[src/rtl/uart_cmd_receiver_if.sv]
// Command port between the UART command receiver and the MCU bus master.
// The receiver (master) drives the command and error pulses; the consumer (slave) drives ready.
interface uart_cmd_receiver_if #(
  parameter int pBusAdrsBit = 16
);
  logic                   oCmdVd;
  logic                   iCmdRdy;
  logic                   oCmdWEd;
  logic [pBusAdrsBit-1:0] oCmdAdrs;
  logic [31:0]            oCmdWd;
  logic                   oFrmErr;
  logic                   oProtErr;
  logic                   oOvfErr;

  modport master (
    output oCmdVd,
    output oCmdWEd,
    output oCmdAdrs,
    output oCmdWd,
    output oFrmErr,
    output oProtErr,
    output oOvfErr,
    input  iCmdRdy
  );

  modport slave (
    input  oCmdVd,
    input  oCmdWEd,
    input  oCmdAdrs,
    input  oCmdWd,
    input  oFrmErr,
    input  oProtErr,
    input  oOvfErr,
    output iCmdRdy
  );
endinterface

[src/rtl/uart_cmd_receiver.sv]
// UART RX deserialiser plus frame parser.
// Turns A5-prefixed host frames into single read/write commands on a valid/ready port.
module uart_cmd_receiver #(
  parameter int pSysClkHz   = 100_000_000,
  parameter int pBaudRate   = 115200,
  parameter int pBusAdrsBit = 16,
  parameter int pTimeoutCyc = 1_000_000
) (
  input  logic                iSysClk,
  input  logic                iSysRst,
  input  logic                iUartRx,
  uart_cmd_receiver_if.master cmdBus
);

  localparam int Cpb     = pSysClkHz / pBaudRate;
  localparam int HalfCpb = Cpb / 2;
  localparam int BitCntW = $clog2(Cpb + 1);
  localparam int ToCntW  = $clog2(pTimeoutCyc + 1);

  localparam logic [BitCntW-1:0] cpbLast  = BitCntW'(Cpb - 1);
  localparam logic [BitCntW-1:0] halfLast = BitCntW'(HalfCpb - 1);
  localparam logic [ToCntW-1:0]  toLast   = ToCntW'(pTimeoutCyc - 1);

  localparam logic [3:0] stSync  = 4'd0;
  localparam logic [3:0] stCmd   = 4'd1;
  localparam logic [3:0] stAh    = 4'd2;
  localparam logic [3:0] stAl    = 4'd3;
  localparam logic [3:0] stD3    = 4'd4;
  localparam logic [3:0] stD2    = 4'd5;
  localparam logic [3:0] stD1    = 4'd6;
  localparam logic [3:0] stD0    = 4'd7;
  localparam logic [3:0] stIssue = 4'd8;

  logic               rxMeta;
  logic               rxSync;
  logic               rxPrev;
  logic               rxBusy;
  logic [BitCntW-1:0] rxCnt;
  logic [3:0]         rxBitIdx;
  logic [7:0]         rxShift;
  logic [7:0]         rxByte;
  logic               byteStb;
  logic               frmErr;

  logic [3:0]         state;
  logic               cmdWrite;
  logic [15:0]        adrs;
  logic [31:0]        wData;
  logic               cmdVd;
  logic               protErr;
  logic               ovfErr;
  logic [ToCntW-1:0]  toCnt;
  logic               inFrame;

  // Line idles high, so the synchroniser resets to 1 to avoid a false start edge.
  always_ff @(posedge iSysClk or negedge iSysRst) begin
    if (!iSysRst) begin
      rxMeta <= 1'b1;
      rxSync <= 1'b1;
      rxPrev <= 1'b1;
    end else begin
      rxMeta <= iUartRx;
      rxSync <= rxMeta;
      rxPrev <= rxSync;
    end
  end

  // Bit index 0 is the start-bit check at half a bit, 1..8 data LSB first, 9 the stop bit.
  always_ff @(posedge iSysClk or negedge iSysRst) begin
    if (!iSysRst) begin
      rxBusy   <= 1'b0;
      rxCnt    <= '0;
      rxBitIdx <= '0;
      rxShift  <= '0;
      rxByte   <= '0;
      byteStb  <= 1'b0;
      frmErr   <= 1'b0;
    end else begin
      byteStb <= 1'b0;
      frmErr  <= 1'b0;
      if (!rxBusy) begin
        if (rxPrev && !rxSync) begin
          rxBusy   <= 1'b1;
          rxCnt    <= '0;
          rxBitIdx <= '0;
        end
      end else if (rxBitIdx == 4'd0) begin
        if (rxCnt == halfLast) begin
          rxCnt <= '0;
          if (rxSync) begin
            rxBusy <= 1'b0;
          end else begin
            rxBitIdx <= 4'd1;
          end
        end else begin
          rxCnt <= rxCnt + 1'b1;
        end
      end else if (rxCnt != cpbLast) begin
        rxCnt <= rxCnt + 1'b1;
      end else begin
        rxCnt <= '0;
        if (rxBitIdx == 4'd9) begin
          rxBusy <= 1'b0;
          if (rxSync) begin
            byteStb <= 1'b1;
            rxByte  <= rxShift;
          end else begin
            frmErr <= 1'b1;
          end
        end else begin
          rxShift  <= {rxSync, rxShift[7:1]};
          rxBitIdx <= rxBitIdx + 1'b1;
        end
      end
    end
  end

  assign inFrame = (state >= stCmd) && (state <= stD0);

  // Frame parser; a byte strobe takes priority over an expiring inter-byte timeout.
  always_ff @(posedge iSysClk or negedge iSysRst) begin
    if (!iSysRst) begin
      state    <= stSync;
      cmdWrite <= 1'b0;
      adrs     <= '0;
      wData    <= '0;
      cmdVd    <= 1'b0;
      protErr  <= 1'b0;
      ovfErr   <= 1'b0;
      toCnt    <= '0;
    end else begin
      protErr <= 1'b0;
      ovfErr  <= 1'b0;

      if (byteStb || !inFrame) begin
        toCnt <= '0;
      end else begin
        toCnt <= toCnt + 1'b1;
      end

      if (state == stIssue) begin
        if (cmdVd && cmdBus.iCmdRdy) begin
          cmdVd <= 1'b0;
          state <= stSync;
        end
        if (byteStb) begin
          ovfErr <= 1'b1;
        end
      end else if (byteStb) begin
        case (state)
          stSync: begin
            if (rxByte == 8'hA5) begin
              state <= stCmd;
            end
          end
          stCmd: begin
            if (rxByte == 8'h01 || rxByte == 8'h02) begin
              cmdWrite <= (rxByte == 8'h01);
              wData    <= '0;
              state    <= stAh;
            end else begin
              protErr <= 1'b1;
              state   <= stSync;
            end
          end
          stAh: begin
            adrs[15:8] <= rxByte;
            state      <= stAl;
          end
          stAl: begin
            adrs[7:0] <= rxByte;
            if (cmdWrite) begin
              state <= stD3;
            end else begin
              state <= stIssue;
              cmdVd <= 1'b1;
            end
          end
          stD3, stD2, stD1: begin
            wData <= {wData[23:0], rxByte};
            state <= state + 1'b1;
          end
          stD0: begin
            wData <= {wData[23:0], rxByte};
            state <= stIssue;
            cmdVd <= 1'b1;
          end
          default: begin
            state <= stSync;
          end
        endcase
      end else if (inFrame && toCnt == toLast) begin
        protErr <= 1'b1;
        state   <= stSync;
      end
    end
  end

  // The frame always carries 16 address bits; fit them to the bus address width.
  generate
    if (pBusAdrsBit > 16) begin : gAdrsExt
      assign cmdBus.oCmdAdrs = {{(pBusAdrsBit - 16){1'b0}}, adrs};
    end else begin : gAdrsTrunc
      assign cmdBus.oCmdAdrs = adrs[pBusAdrsBit-1:0];
    end
  endgenerate

  assign cmdBus.oCmdVd    = cmdVd;
  assign cmdBus.oCmdWEd   = cmdWrite;
  assign cmdBus.oCmdWd    = wData;
  assign cmdBus.oFrmErr   = frmErr;
  assign cmdBus.oProtErr  = protErr;
  assign cmdBus.oOvfErr   = ovfErr;

endmodule

[src/flat_wrapper.sv]
// flat-port wrapper written by rule: the top's interface ports become plain ports
module uart_cmd_receiver_flat 
#(
  parameter int pSysClkHz   = 100_000_000,
  parameter int pBaudRate   = 115200,
  parameter int pBusAdrsBit = 16,
  parameter int pTimeoutCyc = 1_000_000
)
  (iSysClk, iSysRst, iUartRx, cmdBus_oCmdVd, cmdBus_oCmdWEd, cmdBus_oCmdAdrs, cmdBus_oCmdWd, cmdBus_oFrmErr, cmdBus_oProtErr, cmdBus_oOvfErr, cmdBus_iCmdRdy);
  uart_cmd_receiver_if #(.pBusAdrsBit(pBusAdrsBit)) cmdBus_i ();
  input  logic iSysClk;
  input  logic iSysRst;
  input  logic iUartRx;
  output wire logic [$bits(cmdBus_i.oCmdVd)-1:0] cmdBus_oCmdVd;
  output wire logic [$bits(cmdBus_i.oCmdWEd)-1:0] cmdBus_oCmdWEd;
  output wire logic [$bits(cmdBus_i.oCmdAdrs)-1:0] cmdBus_oCmdAdrs;
  output wire logic [$bits(cmdBus_i.oCmdWd)-1:0] cmdBus_oCmdWd;
  output wire logic [$bits(cmdBus_i.oFrmErr)-1:0] cmdBus_oFrmErr;
  output wire logic [$bits(cmdBus_i.oProtErr)-1:0] cmdBus_oProtErr;
  output wire logic [$bits(cmdBus_i.oOvfErr)-1:0] cmdBus_oOvfErr;
  input wire logic [$bits(cmdBus_i.iCmdRdy)-1:0] cmdBus_iCmdRdy;
  assign cmdBus_oCmdVd = cmdBus_i.oCmdVd;
  assign cmdBus_oCmdWEd = cmdBus_i.oCmdWEd;
  assign cmdBus_oCmdAdrs = cmdBus_i.oCmdAdrs;
  assign cmdBus_oCmdWd = cmdBus_i.oCmdWd;
  assign cmdBus_oFrmErr = cmdBus_i.oFrmErr;
  assign cmdBus_oProtErr = cmdBus_i.oProtErr;
  assign cmdBus_oOvfErr = cmdBus_i.oOvfErr;
  assign cmdBus_i.iCmdRdy = cmdBus_iCmdRdy;
  uart_cmd_receiver #(.pSysClkHz(pSysClkHz), .pBaudRate(pBaudRate), .pBusAdrsBit(pBusAdrsBit), .pTimeoutCyc(pTimeoutCyc)) u_core (.iSysClk(iSysClk), .iSysRst(iSysRst), .iUartRx(iUartRx), .cmdBus(cmdBus_i));
endmodule
[config.mk]
export PLATFORM = sky130hd
export DESIGN_NAME = uart_cmd_receiver_flat
export DESIGN_NICKNAME = d
export VERILOG_FILES = /design/src/rtl/uart_cmd_receiver_if.sv /design/src/rtl/uart_cmd_receiver.sv /design/src/flat_wrapper.sv
export SDC_FILE = /design/constraint.sdc
export NUM_CORES = 1
export LEC_CHECK = 0
export ABC_AREA = 1
export CELL_PAD_IN_SITES_DETAIL_PLACEMENT = 1
export CELL_PAD_IN_SITES_GLOBAL_PLACEMENT = 1
export CORE_UTILIZATION = 43
export CTS_CLUSTER_DIAMETER = 60
export CTS_CLUSTER_SIZE = 12
export DETAILED_ROUTE_END_ITERATION = 10
export HOLD_SLACK_MARGIN = 0.12
export PLACE_DENSITY_LB_ADDON = 0.1
export SLEW_MARGIN = 10
export SYNTH_ARGS = -nofsm -noshare
export SYNTH_HDL_FRONTEND = slang
export SYNTH_SLANG_ARGS = --single-unit
[constraint.sdc]
create_clock -name iSysClk -period 2.2 [get_ports iSysClk]
set_clock_uncertainty 0.2 [all_clocks]
set_input_delay 0.55 -clock iSysClk [delete_from_list [all_inputs] [get_ports iSysClk]]
set_output_delay 0.55 -clock iSysClk [all_outputs]
set_load 0.03 [all_outputs]
==> out/qor.yml, run 1 <==
finish:
  fin_nets: 725
  diodes: 0
  drive_above_1_share_pct: 13.0
  final_cell_mix: "nand2_1, dfrtp_1, inv_1"
  mostFrequentLayoutCell: "nand2_1"
  area_growth_pct: 19.8
place:
  port_buffers: 56
  dp_hpwl_um: 9810
  gp_congestion: 0.847
floorplanning:
  die_w_um: 115
  start_util_pct: 45.0
  die_y_um: 115
  rows: 40
  pin_count: 57
  core_um2: 12200
  fp.dieArea_um2: 13200
logic_synthesis:
  synth_area_leaders: "dfrtp_1, nand2_1, o21ai_2"
  synth_warnings: 0
  syn_avg_cell_area_um2: 8.50
  ys_types: 37
  synth_edf_count: 0
  synth_nets: 662
  async_flop_share_pct: 100
  synth-seq-cells: 112
  syn_inst: 647
  synth_top_area_share_pct: 49.6
  ys.flop_type: "dfrtp_1"
  synth_area_leader_cell: "dfrtp_1"
  syn_area_um2: 5500
  ys_seq_area_share_pct: 51.0
worst_setup_path:
  cp-end-kind: "output pin"
  critical-path-top-delay-family: "buffers and inverters"
  critPathMaxFanout: 2
  worstPathRequired_ns: 1.45
  cp-start-kind: "flip-flop"
  arrival_ns: 1.41
  cp_num_buf_inv: 1
  crit_path_max_incr_delay_ns: 0.68
  crit_chain: "clkdlybuf4s50_1"
  cpMaxStageDelayCell: "clkdlybuf4s50_1"
  crit_type: "flip-flop to output pin"
pwr:
  ir_drop_uv: 482
  powerDensity_nw_per_um2: 666
  p_leak_nw: 3.13
  power_mw: 4.39
timing:
  rsz0062_at_grt: "no"
  max_slew_margin_pct: 56.5
  drv_slew: 0
  setup_viol: 0
  holdWs_ns: 0.159
  period_minus_slack_ns: 2.16
  tightest_slew_ns: 0.652
  max_freq_ghz: 0.463
  period_share_pct: 98.2
  tns_ns: 0
  hold_viol: 0
clock_tree:
  cts_root_buffer: "clkbuf_16"
  clkLatencyLatePin_ns: 0.36
  cts.clk_slew.worst_paths_ns: 0.08
  cts_buffers: 9
  htreeDepth: 3
  cts_buffer_depth: 2
  cts.sink_count: 112
  cts_setup_buffers: 0
  cts_tree: "yes"
routing:
  drt_iter0_drc: 248
  firstDrtPassIters: 4
  vias: 4458
  routed_wl_um: 13500
  drc: 0
  viasPerCell: 5.05
  ant_nets: 0
  wl_per_cell_um: 15.3
flow_run:
  drv_cap: 0
outcome:
  outcome: "finished, final reports clean"
min_path:
  hold_class: "flip-flop to flip-flop"
global_route:
  antenna_found_initial: 1
  grt_pass1_wl_um: 22900
  grt_pass1_vias: 4680
  grt_max_degree: 41
  grt_usage_pct: 22.5
  grt_overflow_total: 0
kinds of logic (layout without fill, tap and decap cells):
kind of cell | after synthesis | count (layout) | synth area share [%]
xor gates and xnor gates | 12 | 12 | 1.91
and+or+nand+nor | 330 | 330 | 25.5
AOI/OAI and AO/OA | 98 | 98 | 12.0
adders and majority gates | 11 | 11 | 2.50
buffers and inverters | 84 | 151 | 7.01
DFF | 112 | 112 | 51.0
report_power, final:
part	total [mW]	switching [mW]	internal, mW	leakage (nW)
logic	0.555	0.362	0.194	1.46
clock network	1.59	0.788	0.805	0.136
registers	2.24	0.0987	2.14	1.53
worst paths after layout:
| path | startpoint | end | slack [ns] | cells past startpoint |
|---|---|---|---|---|
| max | u_core.cmdBus.oCmdAdrs[13] | cmdBus_oCmdAdrs[13] | 0.04 | 1 |
| min | u_core.rxMeta | u_core.rxSync | 0.16 | 0 |
| max reg2reg | u_core.state[0] | u_core.cmdBus.oCmdWd[6] | 0.15 | 10 |
| min reg2reg | u_core.rxMeta | u_core.rxSync | 0.16 | 0 |
| max in group asynchronous | iSysRst | u_core.rxSync | 0.69 | 3 |
| min in group asynchronous | iSysRst | u_core.toCnt[11] | 0.46 | 2 |
synthesized netlist by cell type (7+ instances only):
master	number
nand2_1	203
dfrtp_1	109
inv_1	63
nor2_1	61
o21ai_2	40
o21ai_0	32
nand3_1	26
a21oi_1	14
nand4_1	12
ha_1	11
xor2_1	10
nor3_1	9
buf_6	8
buf_2	7
o21ai_1	7
layer usage:
metal / global-route usage, % / vias to the layer above / routed length (µm) / part of all wire [%]
li1: - / 2179 / - / -
met1: 27.9 / 2208 / 6070 / 45
met2: 39.5 / 55 / 6800 / 50
met3: 5.43 / 16 / 468 / 3.5
met4: 5.63 / 0 / 169 / 1.3
met5: 0 / - / 0 / 0
metrics by stage:
stage	std cells	worst slack, ns	cell area [µm²]	util [%]
finish	882	0.0401	6580	53.9
global route	882	0.000534	6580	53.9
CTS	882	0.000480	6560	53.7
detailed placement	866	0.119	6290	51.5
global placement	866	0.199	6290	51.5
floorplan	647	0.407	5500	-
final cells by class:
type / count / area, µm²
clock buffers: 10 / 239
clock inverters: 5 / 38.8
fillers: 1491 / 5630
inverters: 68 / 256
multi-input cells: 451 / 2310
flip-flops and latches: 112 / 2810
well taps: 168 / 210
repair buffers: 68 / 723
flip-flops by register name (all words and copies together), names as in the netlist:
signal                  cells
u_core.cmdBus.oCmdWd       32
u_core.rxByte               8
u_core.cmdBus.oCmdVd        1
u_core.cmdBus.oCmdAdrs     16
u_core.cmdBus.oProtErr      1
u_core.rxBusy               1
u_core.rxBitIdx             4
u_core.rxMeta               1
u_core.cmdBus.oOvfErr       1
u_core.rxShift              8
u_core.cmdBus.oCmdWEd       1
u_core.rxSync               1
u_core.rxPrev               1
u_core.byteStb              1
u_core.cmdBus.oFrmErr       1
u_core.toCnt               20
u_core.state                4
u_core.rxCnt               10
repair_timing:
item,in CTS,in global routing
gates resized for setup,20,11
hold buffers,1,0
setup endpoints to repair,20,45
gates cloned,0,0
hold endpoints to repair,25,0
No activity file was read; power rests on OpenSTA's default activity.
==> run 2: changes to the inputs <==
==> constraint.sdc (replaced) <==
create_clock -name iSysClk -period 2.23 [get_ports iSysClk]
set_clock_uncertainty 0.2 [all_clocks]
set_input_delay 0.5575 -clock iSysClk [delete_from_list [all_inputs] [get_ports iSysClk]]
set_output_delay 0.5575 -clock iSysClk [all_outputs]
set_load 0.03 [all_outputs]
==> out/qor.yml, run 2 (synthesized netlist as in run 1, its figures left out) <==
worst_setup_path:
  worstPathRequired_ns: 1.47
  rr_endpoint: "u_core.cmdBus.oCmdWd[15]"
  startpoint: "u_core.cmdBus.oCmdWd[4]"
  cp_num_buf_inv: 1
  cpMaxStageDelayCell: "clkdlybuf4s50_1"
  cp-end-kind: "output pin"
  crit_chain: "clkdlybuf4s50_1"
  critical-path-top-delay-family: "buffers and inverters"
  critPathMaxFanout: 3
  ff2ff_setup_slack_ns: 0.12
  crit_path_max_incr_delay_ns: 0.69
  crit_type: "flip-flop to output pin"
  endpoint: "cmdBus_oCmdWd[4]"
  arrival_ns: 1.43
  reg2regPathDepth: 9
  r2r-start: "u_core.state[0]"
  critical_path_cell_count: 1
  cp-start-kind: "flip-flop"
finish:
  fin_nets: 725
  nFillCells: 1491
  regArea_um2: 2810
  mostFrequentLayoutCell: "nand2_1"
  final_cell_mix: "nand2_1, dfrtp_1, inv_1"
  drive_above_1_share_pct: 12.7
  diodes: 0
  instances_no_fill: 883
  largest_reg_flops: 32
  utilization_pct: 54.3
  multi_input_area_um2: 2310
  area_growth_pct: 20.6
timing:
  max_slew_margin_pct: 54.9
  finalWorstSetupSlack_ns: 0.0385
  setup_viol: 0
  hold_viol: 0
  period_minus_slack_ns: 2.19
  tightest_slew_ns: 0.677
  tns_ns: 0
  period_share_pct: 98.3
  max_freq_ghz: 0.456
  drv_slew: 0
pwr:
  power_mw: 4.42
  p_leak_nw: 3.06
  powerDensity_nw_per_um2: 667
  ir_drop_uv: 465
place:
  gp_congestion: 0.832
  pre_cts_ws_ns: 0.0883
  place_inst: 862
  port_buffers: 56
  dp_hpwl_um: 10300
routing:
  viasPerCell: 5.11
  firstDrtPassIters: 4
  routed_wl_um: 14300
  drt_iter0_drc: 209
  vias: 4515
  drc: 0
  ant_nets: 0
  wl_per_cell_um: 16.2
global_route:
  grt_usage_pct: 22.9
  grt_max_degree: 36
  antenna_found_initial: 0
  grt_pass1_vias: 4684
  grt_overflow_total: 0
  grt_pass1_wl_um: 23100
clock_tree:
  cts_root_buffer: "clkbuf_16"
  cts.clk_slew.worst_paths_ns: 0.07
  cts_buffer_depth: 2
  clkLatencyLatePin_ns: 0.36
  cts_buffers: 9
  cts_tree: "yes"
  htreeDepth: 3
  cts.sink_count: 112
outcome:
  outcome: "finished, final reports clean"
min_path:
  hold_class: "flip-flop to flip-flop"
floorplanning:
  pin_count: 57
  die_y_um: 115
  core_um2: 12200
  start_util_pct: 45.0
  rows: 40
  die_w_um: 115
  fp.dieArea_um2: 13200
flow_run:
  drv_cap: 0
-- run 2: cell types whose count changed in the layout (fill, tap and decap cells not counted), sizes merged --
| cell | change |
|---|---|
| clkdlybuf4s50 | +7 |
| dlymetal6s2s | -4 |
| clkbuf | +3 |
| dlygate4sd2 | -3 |
| buf | -2 |
| bufinv | +1 |
| inv | -1 |
-- run 2: how the worst min path moves through the flow --
stage,start,endpoint,slack [ns],cells past startpoint
5_1_grt,u_core.rxMeta,u_core.rxSync,0.17,0
3_3_place_gp,u_core.rxMeta,u_core.rxSync,0.15,0
6_report,u_core.rxMeta,u_core.rxSync,0.17,0
4_1_cts,u_core.rxMeta,u_core.rxSync,0.16,0
2_1_floorplan,iSysRst,u_core.byteStb,0.06,0
3_5_place_dp,u_core.rxMeta,u_core.rxSync,0.15,0
-- run 2: area by class of cell --
type                            instances  share of cell area [%]
Sequential cell                       112                    42.3
Multi-Input combinational cell        451                    34.8
Timing Repair Buffer                   68                    11.3
Inverter                               68                    3.87
Clock buffer                           11                    3.51
Tap cell                              168                    3.17
Clock inverter                          5                   0.962
-- run 2: per-stage QoR --
stage,instance area [µm²],hold WS [ns]
after global routing,6630,0.167
after CTS,6550,0.162
after floorplan,5500,0.0619
after detailed placement,6260,0.151
after global placement,6260,0.145
final,6630,0.165
-- run 2: what timing repair did --
action                                 in CTS  in global routing
cloned                                      0                  2
resized for setup                          17                  6
hold buffers                                1                  0
setup buffers                               0                  2
pin swaps                                   0                  1
endpoints found under the hold margin      32                  0
setup endpoints to repair                  17                 35
-- run 2: per-layer routing --
| metal | wire length (µm) | vias to the layer above | global-route usage, % |
|---|---|---|---|
| li1 | - | 2181 | - |
| met1 | 6370 | 2268 | 27.9 |
| met2 | 7360 | 49 | 39.7 |
| met3 | 305 | 17 | 4.80 |
| met4 | 316 | 0 | 9.26 |
| met5 | 0 | - | 0 |
-- run 2: power by group --
group | internal [mW] | switching, mW | leakage (nW)
Clock | 0.884 | 0.777 | 0.141
Combinational | 0.191 | 0.359 | 1.39
Sequential | 2.11 | 0.0995 | 1.53
Total | 3.19 | 1.24 | 3.06
==> run 3: changes to the inputs <==
--- a/config.mk
+++ b/config.mk
@@ -8,6 +8,7 @@
 export ABC_AREA = 1
 export CELL_PAD_IN_SITES_DETAIL_PLACEMENT = 1
 export CELL_PAD_IN_SITES_GLOBAL_PLACEMENT = 1
+export CORE_ASPECT_RATIO = 0.8
 export CORE_UTILIZATION = 43
 export CTS_CLUSTER_DIAMETER = 60
 export CTS_CLUSTER_SIZE = 12
==> out/qor.yml, run 3 (synthesized netlist as in run 1, its figures left out) <==
routing:
  viasPerCell: 5.06
  route.met3.wl_um: 414
  routed_wl_um: 14000
  met1_length_um: 6560
  wl_met2_um: 6880
  vias: 4471
  firstDrtPassIters: 4
  ant_nets: 0
  wl_per_cell_um: 15.9
  highest_layer: "met4"
  drt_iter0_drc: 161
  drc: 0
finish:
  fin_area_um2: 6640
  largest_reg_flops: 32
  diodes: 0
  fin_nets: 723
  area_growth_pct: 20.8
  instances_no_fill: 884
  mostFrequentLayoutCell: "nand2_1"
  final_cell_mix: "nand2_1, dfrtp_1, inv_1"
  drive_above_1_share_pct: 12.9
timing:
  tns_ns: 0
  max_slew_margin_pct: 55.7
  setup_viol: 0
  drv_slew: 0
  rsz0062_at_grt: "no"
  max_freq_ghz: 0.458
  period_minus_slack_ns: 2.19
  tightest_slew_ns: 0.664
  finalWorstSetupSlack_ns: 0.0444
  period_share_pct: 98.0
  hold_viol: 0
global_route:
  grt_overflow_total: 0
  grt_pass1_vias: 4572
  grt_pass1_wl_um: 23300
  grt_max_degree: 38
  antenna_found_initial: 0
  grt_usage_pct: 22.9
pwr:
  powerDensity_nw_per_um2: 674
  power_mw: 4.48
  p_leak_nw: 3.18
  ir_drop_uv: 575
worst_setup_path:
  critical-path-top-delay-family: "buffers and inverters"
  ff2ff_setup_slack_ns: 0.15
  crit_chain: "clkdlybuf4s50_1"
  crit_type: "flip-flop to output pin"
  worstPathRequired_ns: 1.47
  cp_num_buf_inv: 1
  cp-start-kind: "flip-flop"
  arrival_ns: 1.43
  cpMaxStageDelayCell: "clkdlybuf4s50_1"
  critPathMaxFanout: 2
  crit_path_max_incr_delay_ns: 0.68
  cp-end-kind: "output pin"
floorplanning:
  die_w_um: 128
  start_util_pct: 44.5
  fp.dieArea_um2: 13200
  pin_count: 57
  die_y_um: 103
  core_um2: 12300
  rows: 36
place:
  dp_hpwl_um: 10200
  pre_cts_ws_ns: 0.120
  place_inst: 866
  gp_congestion: 0.826
  port_buffers: 56
  placed_cell_area_um2: 6260
clock_tree:
  cts_buffers: 9
  cts_setup_buffers: 0
  cts_buffer_depth: 2
  cts.clk_slew.worst_paths_ns: 0.07
  cts.sink_count: 112
  clkLatencyLatePin_ns: 0.36
  cts_root_buffer: "clkbuf_16"
  cts_tree: "yes"
  htreeDepth: 3
flow_run:
  drv_cap: 0
min_path:
  hold_class: "flip-flop to flip-flop"
outcome:
  outcome: "finished, final reports clean"
==> run 3: changes by cell type in the layout (fill, tap and decap cells not counted), sizes merged <==
cell           delta
dlymetal6s2s      +9
clkdlybuf4s50     -1
clkbuf            -2
buf               -1
dlygate4sd2       -8
inv               +1
==> run 3: power by group <==
part,switching [mW],internal [mW]
sequential,0.0944,2.11
clock,0.794,0.921
combinational,0.366,0.191
==> run 3: routing by layer <==
layer	up-vias	track usage, %
li1	2180	-
met1	2224	30.4
met2	58	38.6
met3	9	5.35
met4	0	4.98
met5	-	0
==> run 3: worst paths after layout <==
path	end	from	depth (start not counted)
worst max-delay path	cmdBus_oCmdAdrs[7]	u_core.cmdBus.oCmdAdrs[7]	1
worst min-delay path	u_core.rxSync	u_core.rxMeta	0
worst max register to register	u_core.cmdBus.oCmdWd[26]	u_core.state[0]	10
worst min register to register	u_core.rxSync	u_core.rxMeta	0
max in group asynchronous	u_core.rxMeta	iSysRst	3
min in group asynchronous	u_core.toCnt[18]	iSysRst	2
==> run 3: layout make-up <==
type / instances / area (µm²)
Multi-Input combinational cell: 451 / 2310
Clock inverter: 6 / 73.8
Sequential cell: 112 / 2810
Inverter: 68 / 256
Tap cell: 171 / 214
Clock buffer: 10 / 239
Timing Repair Buffer: 66 / 743
Fill cell: 1492 / 5700
==> run 3: per-stage QoR <==
stage	hold WS, ns	util, %
after floorplan	0.0619	-
after global placement	0.147	50.8
after detailed placement	0.151	50.8
after CTS	0.161	53.3
after global routing	0.164	53.8
final	0.161	53.8
==> run 3: what timing repair did <==
| action | CTS | global route |
|---|---|---|
| endpoints found under the setup margin | 9 | 39 |
| cloned | 0 | 1 |
| hold buffers | 1 | 0 |
| endpoints found under the hold margin | 34 | 0 |
| resized for setup | 9 | 17 |
